[config.mk]
export PLATFORM = sky130hd
export DESIGN_NAME = apb_multi_bridge
export DESIGN_NICKNAME = d
export VERILOG_FILES = /design/src/rtl/apb_multi_bridge.sv
export SDC_FILE = /design/constraint.sdc
export NUM_CORES = 1
export LEC_CHECK = 0
export CAP_MARGIN = 20
export CELL_PAD_IN_SITES_DETAIL_PLACEMENT = 1
export CELL_PAD_IN_SITES_GLOBAL_PLACEMENT = 1
export CORE_MARGIN = 1.5
export CORE_UTILIZATION = 25
export DETAILED_ROUTE_END_ITERATION = 10
export GPL_ROUTABILITY_DRIVEN = 0
export PLACE_DENSITY_LB_ADDON = 0.1
export SETUP_SLACK_MARGIN = 0.15
export SYNTH_ARGS = -nofsm -noshare
export SYNTH_HDL_FRONTEND = slang
export SYNTH_SLANG_ARGS = --single-unit
[constraint.sdc]
create_clock -name PCLK -period 2.9 [get_ports PCLK]
set_input_delay 0.58 -clock PCLK [delete_from_list [all_inputs] [get_ports PCLK]]
set_output_delay 0.58 -clock PCLK [all_outputs]
set_load 0.05 [all_outputs]
[src/rtl/apb_multi_bridge.sv]
// apb_multi_bridge
//
// Bridges a simple valid/ready host request onto an APB bus that is shared by
// NUM_SLAVES slaves. The top SEL_W bits of req_addr select the slave and the
// low SLV_ADDR_W bits are driven on PADDR. If the slave index is out of range,
// the request completes with an error and no PSEL is asserted.
//
// Optional feature: define APB_TIMEOUT_EN to bound each ACCESS phase to
// TIMEOUT_CYCLES cycles. A transfer that reaches the bound is forced to
// complete with rsp_err=1. When the macro is undefined, no counter exists and
// ACCESS waits for PREADY indefinitely.
//
// Ports
//   PCLK, PRESETn       clock, asynchronous active-low reset
//   req_valid/req_ready host request handshake (req_ready high only in IDLE)
//   req_write           1 = write, 0 = read
//   req_addr            {slave index, offset}
//   req_wdata           write data
//   rsp_valid           one-cycle completion pulse
//   rsp_rdata, rsp_err  read data and error flag, valid with rsp_valid
//   PADDR, PWRITE, PWDATA, PENABLE   shared APB request bus
//   PSEL                one-hot slave select
//   PRDATA, PREADY, PSLVERR          per-slave responses (slave i at slice i)

module apb_multi_bridge #(
    parameter int unsigned NUM_SLAVES     = 4,
    parameter int unsigned SLV_ADDR_W     = 5,
    parameter int unsigned SEL_W          = 3,
    parameter int unsigned DATA_W         = 32,
    parameter int unsigned TIMEOUT_CYCLES = 16
) (
    input  logic                         PCLK,
    input  logic                         PRESETn,
    input  logic                         req_valid,
    input  logic                         req_write,
    input  logic [SEL_W+SLV_ADDR_W-1:0]  req_addr,
    input  logic [DATA_W-1:0]            req_wdata,
    output logic                         req_ready,
    output logic                         rsp_valid,
    output logic [DATA_W-1:0]            rsp_rdata,
    output logic                         rsp_err,
    output logic [SLV_ADDR_W-1:0]        PADDR,
    output logic                         PWRITE,
    output logic [DATA_W-1:0]            PWDATA,
    output logic                         PENABLE,
    output logic [NUM_SLAVES-1:0]        PSEL,
    input  logic [NUM_SLAVES*DATA_W-1:0] PRDATA,
    input  logic [NUM_SLAVES-1:0]        PREADY,
    input  logic [NUM_SLAVES-1:0]        PSLVERR
);

    typedef enum logic [1:0] {
        StIdle,
        StSetup,
        StAccess,
        StDecerr
    } state_e;

    state_e state_q;

    // Request decode
    logic [SEL_W-1:0]      req_idx;
    logic [31:0]           req_idx_ext;
    logic                  req_in_range;
    logic [NUM_SLAVES-1:0] psel_dec;

    assign req_idx      = req_addr[SEL_W+SLV_ADDR_W-1 -: SEL_W];
    assign req_idx_ext  = 32'(req_idx);
    assign req_in_range = (req_idx_ext < NUM_SLAVES);

    always_comb begin
        psel_dec = '0;
        for (int i = 0; i < int'(NUM_SLAVES); i++) begin
            psel_dec[i] = (req_idx_ext == 32'(i));
        end
    end

    // Response mux. PSEL is registered one-hot, so masking by it picks the
    // active slave and ignores everything the unselected slaves drive.
    logic              pready_sel;
    logic              pslverr_sel;
    logic [DATA_W-1:0] prdata_sel;

    always_comb begin
        prdata_sel = '0;
        for (int i = 0; i < int'(NUM_SLAVES); i++) begin
            if (PSEL[i]) begin
                prdata_sel = prdata_sel | PRDATA[i*DATA_W +: DATA_W];
            end
        end
    end

    assign pready_sel  = |(PREADY & PSEL);
    assign pslverr_sel = |(PSLVERR & PSEL);

    assign req_ready = (state_q == StIdle);

`ifdef APB_TIMEOUT_EN
    localparam int unsigned CntW = $clog2(TIMEOUT_CYCLES + 1);

    logic [CntW-1:0] tmo_cnt_q;
    logic            tmo_hit;

    // True in the ACCESS cycle that would be number TIMEOUT_CYCLES
    assign tmo_hit = (tmo_cnt_q == CntW'(TIMEOUT_CYCLES - 1));
`endif

    always_ff @(posedge PCLK or negedge PRESETn) begin
        if (!PRESETn) begin
            state_q   <= StIdle;
            PSEL      <= '0;
            PENABLE   <= 1'b0;
            PWRITE    <= 1'b0;
            PADDR     <= '0;
            PWDATA    <= '0;
            rsp_valid <= 1'b0;
            rsp_err   <= 1'b0;
            rsp_rdata <= '0;
`ifdef APB_TIMEOUT_EN
            tmo_cnt_q <= '0;
`endif
        end else begin
            // Response fields are pulses; they only carry data with rsp_valid
            rsp_valid <= 1'b0;
            rsp_err   <= 1'b0;
            rsp_rdata <= '0;

            unique case (state_q)
                StIdle: begin
                    if (req_valid) begin
                        if (req_in_range) begin
                            state_q <= StSetup;
                            PSEL    <= psel_dec;
                            PENABLE <= 1'b0;
                            PADDR   <= req_addr[SLV_ADDR_W-1:0];
                            PWRITE  <= req_write;
                            PWDATA  <= req_wdata;
                        end else begin
                            state_q <= StDecerr;
                        end
                    end
                end

                StSetup: begin
                    state_q <= StAccess;
                    PENABLE <= 1'b1;
`ifdef APB_TIMEOUT_EN
                    tmo_cnt_q <= '0;
`endif
                end

                StAccess: begin
                    if (pready_sel) begin
                        // PREADY wins over a simultaneous timeout
                        state_q   <= StIdle;
                        PSEL      <= '0;
                        PENABLE   <= 1'b0;
                        rsp_valid <= 1'b1;
                        rsp_err   <= pslverr_sel;
                        rsp_rdata <= PWRITE ? '0 : prdata_sel;
`ifdef APB_TIMEOUT_EN
                    end else if (tmo_hit) begin
                        state_q   <= StIdle;
                        PSEL      <= '0;
                        PENABLE   <= 1'b0;
                        rsp_valid <= 1'b1;
                        rsp_err   <= 1'b1;
                        rsp_rdata <= '0;
                    end else begin
                        tmo_cnt_q <= tmo_cnt_q + 1'b1;
`endif
                    end
                end

                StDecerr: begin
                    state_q   <= StIdle;
                    rsp_valid <= 1'b1;
                    rsp_err   <= 1'b1;
                    rsp_rdata <= '0;
                end

                default: begin
                    state_q <= StIdle;
                    PSEL    <= '0;
                    PENABLE <= 1'b0;
                end
            endcase
        end
    end

endmodule
==> reports/qor.csv <==
metric,value,unit
hold slack,0.210,ns
first-pass GRT wire length,22700,um
CTS resizes,0,
Reg area,1980,um2
VDD IR max,0.499,mV
share of cells above drive strength 1,4.79,%
post-synthesis xor/xnor area fraction,0,%
gr usage total,20.8,%
RR Endpoint,rsp_rdata[28],
routed vias,3694,
Synth Warn #,0,
Crit. End Element,output pin,
syn avg cell area,9.63,um2
H-tree depth,3,
Final min period,2.47,ns
Post-Synth Adder-Cell Area,0,%
DP Cell Count,766,
Pwr Density,994,nW/um2
DR pass1 iterations,4,
Die Y-Extent,119,um
total power draw,6.37,mW
pin count of the biggest net entering global routing,47,
#FFs+latches synth,79,
fin area,6410,um2
# rows,42,
Num CTS Buffers,9,
vias in the first global route,3922,
nets@finish,781,
count of different cell masters after synthesis,22,
area of the mapped netlist,3370,um2
ant diodes,0,
Initial DRC Count,154,
post-layout util,48.6,%
clock slew at reported path FFs,0.06,ns
CP max FO,7,
"Seq/Total Area, Yosys",58.6,%
Final Cycle Share,85.0,%
kind of critical path,reg2out,
final WL,14600,um
post-route setup slack,0.434,ns
largest family of logic cells by synthesized area,compound AO/OA/AOI/OAI gates,
Clock Tree Root,clkbuf_16,
post-synthesis mux area share,0,%
Max Fclk,406,MHz
max-slew violation count,0,
fillcell total,1476,
fin cells,782,
cts hold-fix bufs,0,
Placed Area,6130,um2
"commonest non-fill, non-tap cell in the layout",clkdlybuf4s50_1,
setup TNS,0,ns
Antenna Nets Post-Route,0,
reg2reg setup slack,1.09,ns
worst reg-to-reg path cell count,5,
Synth Area in Compound Gates,22.4,%
status,"complete, no violations",
clk_lat worst skew,0.33,ns
WP data required,2.32,ns
Placeable Area,13200,um2
CTS Sinks,79,
HPWL after DPL,10800,um
IO Pins,258,
post-CTS setup buffer count,0,
Avg WL per Cell,18.7,um
DP Worst Slack,0.657,ns
GRT overflow,0,
Post-Syn Nets,530,
leakage,2.69,nW
reg2reg start,PSEL[0],
Worst setup SP type,register,
Simple-Gate Fraction of Synth Area,14.9,%
Layout Area Growth over Synthesis,90.0,%
Residual DRC,0,
CTS tree,yes,
final hold violations,0,
relative slew slack,62.9,%
maxcap violations,0,
Die X,119,um
Hold/Removal Path Class,in2async,
RSZ-0062 raised after global routing,false,
Die ar.,14200,um2
worst endpoint data arrival time,1.89,ns
Starting Density,25.6,%
final setup fails,0,
skew final,0.00663,ns
Crit. Startpoint,state_q[1],
port bufs,257,
Cells after Synth,350,
Least-Margin Pin Slew,0.554,ns
initial antenna violation count,0,
most frequent cells in the layout,"252 x clkdlybuf4s50_1, 120 x nand2_1, 79 x dfrtp_1, 68 x a22oi_1, 35 x a21oi_1",
DR vias/cell,4.72,
Multi-input gate area,1270,um2
clock buffer depth,2,
-- layer usage --
layer,vias up,track usage [%],share of wire (%)
met5,-,0,0
met3,18,5.46,7.3
met1,1794,25.9,41
li1,1723,-,-
met4,0,7.08,2.1
met2,159,34.9,49
-- power by group --
part	internal, mW	switching (mW)	total [mW]
clock	0.629	0.420	1.05
sequential	1.48	0.222	1.70
combinational	1.24	2.38	3.62
total	3.35	3.02	6.37
-- worst max-delay path, cell delays in order (launching register included) --
cell	delay (ns)
dfrtp_1	0.47
nor2_1	0.22
clkdlybuf4s50_1	0.86
-- state kept, by name, summed over array words and instances, names as in the netlist --
register and count:
PSEL 4, PENABLE 1, rsp_err 1, PWRITE 1, rsp_valid 1, PADDR 5
state_q 2, PWDATA 32, rsp_rdata 32
-- logic make-up after synthesis --
family | after synthesis
flops | 79
simple gates | 127
compound gates | 112
buf+inv | 32
-- final cells by class --
class                   count  area share (%)
repair buffers            268            41.4
well taps                 176            3.44
flip-flops and latches     79            30.9
inverters                   4           0.234
clock buffers              16            4.24
multi-input cells         239            19.8
-- Yosys cell counts, drive strengths merged --
library cell,count,area share [%]
a211o,1,0.26
a21oi,35,5.2
a221oi,1,0.26
a22o,1,0.26
a22oi,68,15
a31oi,1,0.19
buf,8,1.4
clkbuf,20,2.2
dfrtp,79,59
inv,4,0.45
nand2,120,13
nand2b,1,0.19
nand3,1,0.15
nand3b,1,0.22
nor2,1,0.11
nor3,1,0.15
nor4b,1,0.45
o21ai,3,0.45
o22ai,1,0.19
o32ai,1,0.48
or4b,1,0.30
-- worst max-delay path by stage --
stage           endpoint  slack, ns  cells after the start
2_1_floorplan  req_ready       1.17                      1
3_3_place_gp     PSEL[0]       0.68                      5
3_5_place_dp     PSEL[0]       0.66                      5
4_1_cts        req_ready       0.42                      2
5_1_grt        req_ready       0.32                      2
6_report       req_ready       0.43                      2
(Power assumes the default switching activity.)
